File: src/rtl/m_seq_sat_cnt.sv
// Saturating up-counter with synchronous clear; clear wins over increment.
// One-cycle update latency, holds at all-ones.
module m_seq_sat_cnt #(
   parameter int W = 32
) (
   input  logic         clk,
   input  logic         rst,
   input  logic         clr,
   input  logic         inc,
   output logic [W-1:0] q
);

   always_ff @(posedge clk) begin
      if (rst || clr) begin
         q <= '0;
      end else if (inc && (q != '1)) begin
         q <= q + W'(1);
      end
   end

endmodule

File: config.mk
export PLATFORM = sky130hd
export DESIGN_NAME = m_seq_sat_cnt
export DESIGN_NICKNAME = d
export VERILOG_FILES = /design/src/rtl/m_seq_sat_cnt.sv
export SDC_FILE = /design/constraint.sdc
export NUM_CORES = 1
export LEC_CHECK = 0
export BUFFER_PORTS_ARGS = -buffer_cell sky130_fd_sc_hd__clkbuf_2
export CORE_MARGIN = 5
export CORE_UTILIZATION = 53
export DETAILED_ROUTE_END_ITERATION = 16
export GPL_ROUTABILITY_DRIVEN = 0
export PLACE_DENSITY = 0.87
export SLEW_MARGIN = 30
export SYNTH_ARGS = -nofsm -noshare
export SYNTH_HDL_FRONTEND = slang
export SYNTH_SLANG_ARGS = --single-unit
File: constraint.sdc
create_clock -name clk -period 2.2 [get_ports clk]
set_input_delay 0.22 -clock clk [delete_from_list [all_inputs] [get_ports clk]]
set_output_delay 0.22 -clock clk [all_outputs]
set_load 0.01 [all_outputs]
* Yosys cells after proc, flatten, opt, wreduce, memory -nomap -nowiden
Index checks and enable logic that the tools add are counted.
** Cells by class
- Add/sub/neg operators :: 1
- Equal/unequal tests :: 1
- Reductions and logical operators :: 2
** Operators with widths (count)
- adder 32 x 1 -> 32 bit, second input constant :: 1
- != test 32 bit, second input constant :: 1
- logical AND 1 bit :: 1
- logical OR 1 bit :: 1
** Word-level totals
- Register bits :: 32
- Input bits :: 4
- Logic and storage cells :: 5

* Logic depth before layout (Yosys ltp)
Gate-level depths: netlist (run 1).
- Depth in word-level cells :: 2
- Gate-level depth with buffers :: 8
- Gate-level depth less buffers :: 6

* Least setup slack after synthesis (run 1)
Ideal clock, no wire load.
- Path type :: reg2reg
- Start :: register q[0]
- End :: register q[1]
- Library setup time :: 0.130 ns
- Arrival time :: 1.814 ns
- Data required time :: 2.070 ns
- Setup slack :: 0.256 ns
- Cell stages (with the launch flop) :: 9
- Buffers on the path :: 2
- Clock period less this slack :: 1.944 ns
- Cells stage by stage :: dfxtp_1 ha_1 and3_2 nand4_2 o31ai_4 buf_6 buf_6 mux2i_1 nor2_1
** On the way
- Word-level cells in the longest chain between the ends :: 2
** Ends and longest elaborated chain
- start: declaration :: line 10 : output logic [W-1:0] q
- start signal: assignment :: line 17 : q <= q + W'(1);
- parallel branches: the longest is 2 deep, another holds adder 32 x 1 -> 32 bit
Several ways; the timed one is not identified.
A chain may end at the register's enable or synchronous reset.

* Worst setup path in the final report (run 1)
- Start :: register q[1]
- End :: register q[28]
The elaborated chain is that of the path after synthesis.

==> key figures, run 1 <==
Critical path
  • Critical Path Start Type: flip-flop
  • WS Path Type: reg2reg
  • Buffer and inverter count on the worst path: 0
  • Crit-path max FO: 7
  • Critical R2R Launch: q[1]$_SDFFE_PP0P_
  • Critical-path top delay cell: dfxtp_1
  • Crit path DAT: 2.27 ns
  • CP cell instances: ha_1 > and3_2 > and4_1 > o311ai_1 > or3_1 > a21oi_1
  • Delay-heaviest family, CP: simple AND/OR/NAND/NOR gates
  • Max incr delay on CP: 0.43 ns
  • CP endpoint kind: flip-flop
  • R2R Setup Slk: 0.19 ns
  • Critical path depth: 6
  • Worst R2R End: q[28]$_SDFFE_PP0P_
  • Cells on worst reg2reg path: 6
  • CP required: 2.46 ns

Timing
  • Period utilization: 0.913
  • Worst slew pin tran: 0.696 ns
  • Setup TNS: 0 ns
  • Slew headroom: 0.536
  • Fmax achieved: 498 MHz
  • Final setup vio count: 0
  • Layout Skew: 0.00442 ns
  • RSZ-0062 raised after global routing: false
  • Hold Fails Final Rpt: 0
  • Tmin final: 2.01 ns
  • Max Slew Vio Count: 0

Routing
  • WL final: 3700 um
  • Wire per inst: 13.6 um
  • Post-route ant nets: 0
  • Via count: 1620
  • Pre-Repair DR Iteration Count: 4
  • DRC: 0
  • Initial drt markers: 71
  • Via/cell ratio: 5.96

Placement
  • DP Area: 0.00190 sq mm
  • Port Buffer Count: 35
  • Dpl hpwl: 2670 um

GRT
  • Grt ovf: 0
  • Initial antenna violation count: 0
  • Number of global-route vias before repair: 1461
  • First-pass GRT wire length: 6390 um
  • Total GRT Usage: 0.185
  • Pin count of the biggest net entering global routing: 33

Yosys
  • Post-synth top area cell: dfxtp_1
  • Count of flip-flops with a built-in enable after synthesis: 0
  • Mapped Cells: 189
  • Synth Area in Compound Gates: 0.247
  • Post-synthesis xor/xnor area fraction: 0.0104
  • Fraction of synthesized area in multiplexers: 0.00595
  • Mapped Nets: 194
  • Yosys reg bits: 32
  • Post-synthesis sequential area ratio: 0.381
  • Synth top area share: 0.381
  • Simple-gate area share of the yosys netlist: 0.301
  • Yosys warns: 0
  • Synth cell count leaders: dfxtp_1 (32), a21oi_1 (22), or3_1 (15), nand2_1 (12), nand3_1 (11)
  • Top FF cell, synth: dfxtp_1
  • Post-Synth Adder-Cell Area: 0.00744
  • Largest family of logic cells by synthesized area: simple AND/OR/NAND/NOR gates
  • Top post-synthesis cells by area: dfxtp_1 (38%), a21oi_1 (6.5%), or3_1 (5.6%)
  • Number of library cell types mapped by synthesis: 36
  • Syn_area_per_cell: 8.90 sq um
  • Async S/R FF share, synth: 0
  • Netlist area before placement: 0.00168 sq mm
  • Top-count cell post-synth: dfxtp_1

Final layout
  • Syn-to-layout area delta: 16.7%
  • Util after Layout: 0.643
  • Finished Cell Area: 0.00196 sq mm
  • Antenna Cells: 0
  • Largest register FFs: 32
  • Register area: 641 sq um
  • Fin nets: 233
  • Top Registers: q x32
  • Fillers: 278
  • Top reg by flops: q
  • Share of cells above drive strength 1: 0.320
  • Multi-input logic area: 961 sq um

Clock tree
  • Root Driver: clkbuf_4
  • Max clock buf depth: 2
  • Clock Latency Late Sink: 0.33 ns
  • H-tree level count: 2
  • Clock transition at path regs: 0.10 ns
  • Hold-fix buffers, CTS: 0
  • CTS tree: built
  • Post_cts resized: 0
  • Cts bufs inserted: 5
  • Setup Buffers After CTS: 0
  • Clk sinks: 32

Power
  • Leak: 0.629 nW
  • Logic gate share of total power: 0.035
  • PwrDens: 507 mW/mm^2
  • Worst VDD drop: 0.259 mV
  • P_int: 0.773 mW
  • Power Total: 0.994 mW
  • Sw frac: 0.223
  • Clock Power Share: 0.381
  • Sw power: 0.221 mW
  • Sequential share of power: 0.585

Run
  • Max Cap Viol: 0

Die
  • Initial Utilization: 0.551
  • Rows: 20
  • Core footprint: 0.00305 sq mm
  • IO Pins: 36
  • Die extent in x: 66.3 um
  • Die H: 66.3 um
  • Die area: 0.00440 sq mm

Run status
  • Status: complete, no violations

Hold path
  • WHS Endpoint: q[16]$_SDFFE_PP0P_
  • Worst hold start: inc
  • Worst hold path class: in2reg
  • WHS Path Cells: 3
worst max-delay path by stage:
stage	start	slack [ns]	to
after floorplan	q[0]$_SDFFE_PP0P_	0.26	q[1]$_SDFFE_PP0P_
after global placement	q[16]$_SDFFE_PP0P_	0.32	q[27]$_SDFFE_PP0P_
after detailed placement	q[1]$_SDFFE_PP0P_	0.19	q[1]$_SDFFE_PP0P_
after CTS	q[1]$_SDFFE_PP0P_	0.18	q[1]$_SDFFE_PP0P_
after global routing	q[1]$_SDFFE_PP0P_	0.02	q[28]$_SDFFE_PP0P_
final	q[1]$_SDFFE_PP0P_	0.19	q[28]$_SDFFE_PP0P_
kinds of logic (layout without fill, tap and decap cells):
group,count (synthesis),after routing
AND/OR/NAND/NOR,80,80
AO/OA/AOI/OAI,61,61
flip-flops,32,32
buffers and inverters,12,51
XOR/XNOR,2,2
adder cells (fa/ha/maj),1,1
multiplexers,1,1
final cells by class:
class	count	area share
tap	44	0.0281
inverter	4	0.00765
multi-input combinational	145	0.490
sequential	32	0.327
clock buffer	7	0.0332
timing repair buffer	40	0.115
layout by cell type, fill, tap and decap left out, types with 2 or more instances in the layout:
master and count:
inv_1 4, o21ai_1 8, buf_4 4, or3_1 15, o31ai_1 9, clkbuf_4 5
nor2_1 4, clkbuf_2 35, nand4_1 8, nand2_1 12, a21oi_2 7, and4_1 4
a21oi_1 22, or4_1 9, nand3_1 11, o31ai_4 2, and3_2 2, and4_4 2
or3_2 4, dfxtp_1 32, clkbuf_8 2, o21ai_0 10, nand2_2 2
per-layer routing:
metal,vias to the layer above,GRT usage,wire (um)
met4,0,0.0635,46
met2,46,0.305,1730
li1,819,-,-
met1,749,0.225,1700
met5,-,0,0
met3,6,0.0595,225
power by group through the flow:
stage                     clock network [mW]  logic (mW)  registers [mW]
after CTS                              0.384      0.0349           0.581
after global placement                     0      0.0332           0.594
after global routing                   0.414      0.0381           0.582
final                                  0.378      0.0344           0.581
after detailed placement                   0      0.0348           0.595
after floorplan                            0      0.0228           0.596
worst min-delay path, cell delays in order:
cell      delay [ns]
clkbuf_2        0.15
nand3_1         0.10
a21oi_1         0.06
per-stage QoR:
| step | setup WS (ns) | hold slack, ns | cells |
|---|---|---|---|
| 5_1_grt | 0.0177 | 0.253 | 272 |
| 3_3_place_gp | 0.317 | 0.483 | 265 |
| 3_5_place_dp | 0.194 | 0.493 | 265 |
| 2_1_floorplan | 0.256 | 0.385 | 189 |
| 6_report | 0.192 | 0.235 | 272 |
| 4_1_cts | 0.182 | 0.231 | 272 |
Power figures use the tool's default switching activity.
==> run 2: changes to the inputs <==
==> config.mk (replaced) <==
export PLATFORM = sky130hd
export DESIGN_NAME = m_seq_sat_cnt
export DESIGN_NICKNAME = d
export VERILOG_FILES = /design/src/rtl/m_seq_sat_cnt.sv
export SDC_FILE = /design/constraint.sdc
export NUM_CORES = 1
export LEC_CHECK = 0
export BUFFER_PORTS_ARGS = -buffer_cell sky130_fd_sc_hd__buf_2
export CORE_MARGIN = 5
export CORE_UTILIZATION = 58
export DETAILED_ROUTE_END_ITERATION = 16
export GPL_ROUTABILITY_DRIVEN = 0
export PLACE_DENSITY = 0.93
export SLEW_MARGIN = 30
export SYNTH_ARGS = -nofsm -noshare
export SYNTH_HDL_FRONTEND = slang
export SYNTH_SLANG_ARGS = --single-unit
==> constraint.sdc (replaced) <==
create_clock -name clk -period 2.58 [get_ports clk]
set_input_delay 0.258 -clock clk [delete_from_list [all_inputs] [get_ports clk]]
set_output_delay 0.258 -clock clk [all_outputs]
set_load 0.01 [all_outputs]
==> run 2 against run 1 <==
Clock-buffer cell count down 2; highest routed layer unchanged; sequential power down 15%; fmax down 7.1%; cell area down 2.2%; routed wire length up 0.57%; critical path depth unchanged; power down 9.6%; global-route usage up 0.88 points; clock skew up 0.014 ns.
==> key figures, run 2 (same netlist as run 1, synthesis figures left out) <==
Clock tree
  • Clock transition at path regs: 0.09 ns (was 0.10 ns)
  • Cts bufs inserted: 5 (unchanged)
  • Setup Buffers After CTS: 0 (unchanged)
  • H-tree level count: 2 (unchanged)
  • Clock Latency Late Sink: 0.34 ns (was 0.33 ns)
  • CTS tree: built (unchanged)
  • Hold-fix buffers, CTS: 0 (unchanged)
  • Post_cts resized: 0 (unchanged)
  • Max clock buf depth: 2 (unchanged)
  • Root Driver: clkbuf_4 (unchanged)
  • Clk sinks: 32 (unchanged)

Timing
  • Setup TNS: 0 ns (unchanged)
  • Hold Fails Final Rpt: 0 (unchanged)
  • Period utilization: 0.838 (was 0.913)
  • Fmax achieved: 463 MHz (was 498 MHz)
  • Final setup vio count: 0 (unchanged)
  • Slew headroom: 0.514 (was 0.536)
  • Layout Skew: 0.0182 ns (was 0.00442 ns)
  • Worst slew pin tran: 0.718 ns (was 0.696 ns)
  • Max Slew Vio Count: 0 (unchanged)
  • RSZ-0062 raised after global routing: false (unchanged)
  • Worst hold margin: 0.261 ns (was 0.235 ns)
  • Tmin final: 2.16 ns (was 2.01 ns)

Placement
  • Dpl hpwl: 2640 um (was 2670 um)
  • Dpl cells: 248 (was 265)
  • Port Buffer Count: 35 (unchanged)

GRT
  • Total GRT Usage: 0.194 (was 0.185)
  • Grt ovf: 0 (unchanged)
  • Pin count of the biggest net entering global routing: 33 (unchanged)
  • First-pass GRT wire length: 6530 um (was 6390 um)
  • Initial antenna violation count: 0 (unchanged)
  • Number of global-route vias before repair: 1413 (was 1461)

Final layout
  • Top Registers: q x32 (unchanged)
  • Fin nets: 229 (was 233)
  • Top reg by flops: q (unchanged)
  • Syn-to-layout area delta: 14.1% (was 16.7%)
  • Largest register FFs: 32 (unchanged)
  • Non-Filler Instances: 256 (was 272)
  • Register area: 641 sq um (unchanged)
  • Multi-input logic area: 961 sq um (unchanged)
  • Share of cells above drive strength 1: 0.311 (was 0.320)
  • Most common cell after layout, fill and taps aside: buf_2 (was clkbuf_2)
  • Util after Layout: 0.696 (was 0.643)
  • Most frequent cells in the layout: buf_2 (35), dfxtp_1 (32), a21oi_1 (22) (was clkbuf_2 (35), dfxtp_1 (32), a21oi_1 (22))
  • Fillers: 240 (was 278)
  • Antenna Cells: 0 (unchanged)

Hold path
  • Worst hold start: inc (unchanged)
  • Worst hold path class: in2reg (unchanged)
  • WHS Endpoint: q[16]$_SDFFE_PP0P_ (unchanged)
  • WHS Path Cells: 3 (unchanged)

Power
  • Sw frac: 0.217 (was 0.223)
  • Logic gate share of total power: 0.027 (was 0.035)
  • Worst VDD drop: 0.643 mV (was 0.259 mV)
  • P_int: 0.703 mW (was 0.773 mW)
  • Sw power: 0.195 mW (was 0.221 mW)
  • Power Total: 0.899 mW (was 0.994 mW)
  • PwrDens: 469 mW/mm^2 (was 507 mW/mm^2)
  • Leak: 0.640 nW (was 0.629 nW)
  • Sequential share of power: 0.552 (was 0.585)
  • Clock Power Share: 0.421 (was 0.381)

Critical path
  • Start point of the critical path: q[0]$_SDFFE_PP0P_ (was q[1]$_SDFFE_PP0P_)
  • WS Path Type: reg2reg (unchanged)
  • Crit-path max FO: 16 (was 7)
  • Cells on worst reg2reg path: 6 (unchanged)
  • Critical R2R Launch: q[0]$_SDFFE_PP0P_ (was q[1]$_SDFFE_PP0P_)
  • CP cell instances: ha_1 > and3_2 > nand2_1 > o311ai_4 > or3_2 > a21oi_2 (was ha_1 > and3_2 > and4_1 > o311ai_1 > or3_1 > a21oi_1)
  • Critical Path Start Type: flip-flop (unchanged)
  • Delay-heaviest family, CP: compound AO/OA/AOI/OAI gates (was simple AND/OR/NAND/NOR gates)
  • Max incr delay on CP: 0.67 ns (was 0.43 ns)
  • Buffer and inverter count on the worst path: 0 (unchanged)
  • R2R Setup Slk: 0.42 ns (was 0.19 ns)
  • Critical-path top delay cell: o311ai_4 (was dfxtp_1)
  • Crit path DAT: 2.35 ns (was 2.27 ns)
  • CP endpoint kind: flip-flop (unchanged)
  • Worst R2R End: q[19]$_SDFFE_PP0P_ (was q[28]$_SDFFE_PP0P_)
  • CP required: 2.77 ns (was 2.46 ns)

Run
  • Max Cap Viol: 0 (unchanged)

Die
  • IO Pins: 36 (unchanged)
  • Die extent in x: 63.8 um (was 66.3 um)
  • Die H: 63.8 um (was 66.3 um)
  • Initial Utilization: 0.610 (was 0.551)
  • Die area: 0.00408 sq mm (was 0.00440 sq mm)
  • Core footprint: 0.00276 sq mm (was 0.00305 sq mm)
  • Rows: 19 (was 20)

Routing
  • Via/cell ratio: 6.06 (was 5.96)
  • DRC: 0 (unchanged)
  • Initial drt markers: 96 (was 71)
  • Via count: 1552 (was 1620)
  • Post-route ant nets: 0 (unchanged)
  • Pre-Repair DR Iteration Count: 4 (unchanged)
  • WL final: 3720 um (was 3700 um)
  • Wire per inst: 14.5 um (was 13.6 um)

Run status
  • Status: complete, no violations (unchanged)
[run 2: worst min-delay path, stage by stage]
cell and delay (ns):
buf_2 0.14, nand3_1 0.08, a21oi_1 0.06
[run 2: worst max path at each step]
stage	endpoint	slack (ns)	cells after the start
2_1_floorplan	q[1]$_SDFFE_PP0P_	0.64	8
3_3_place_gp	q[1]$_SDFFE_PP0P_	0.50	7
3_5_place_dp	q[17]$_SDFFE_PP0P_	0.45	6
4_1_cts	q[19]$_SDFFE_PP0P_	0.42	6
5_1_grt	q[19]$_SDFFE_PP0P_	0.23	6
6_report	q[19]$_SDFFE_PP0P_	0.42	6
[run 2: metal layers]
| layer | wire length, um | up-vias | GRT usage |
|---|---|---|---|
| met2 | 1750 | 42 | 0.293 |
| met4 | 34 | 0 | 0.0779 |
| met3 | 227 | 3 | 0.0578 |
| met5 | 0 | - | 0 |
| li1 | - | 797 | - |
| met1 | 1710 | 710 | 0.258 |
[run 2: power by group through the flow]
stage	Combinational, mW	Sequential, mW	Clock [mW]
final	0.0245	0.496	0.378
after global routing	0.0267	0.497	0.416
after CTS	0.0241	0.496	0.388
after detailed placement	0.0238	0.508	0
after global placement	0.0243	0.508	0
after floorplan	0.0194	0.508	0
[run 2: per-stage QoR]
step | area, sq um | setup WS [ns]
4_1_cts | 1920 | 0.421
5_1_grt | 1920 | 0.226
6_report | 1920 | 0.418
2_1_floorplan | 1680 | 0.636
3_5_place_dp | 1840 | 0.448
3_3_place_gp | 1840 | 0.503
[run 2: cell type report]
class / count / area share
clock buffer: 5 / 0.0196
clock inverter: 3 / 0.0222
inverter: 4 / 0.00783
multi-input combinational: 145 / 0.501
sequential: 32 / 0.334
tap: 31 / 0.0202
timing repair buffer: 36 / 0.0952
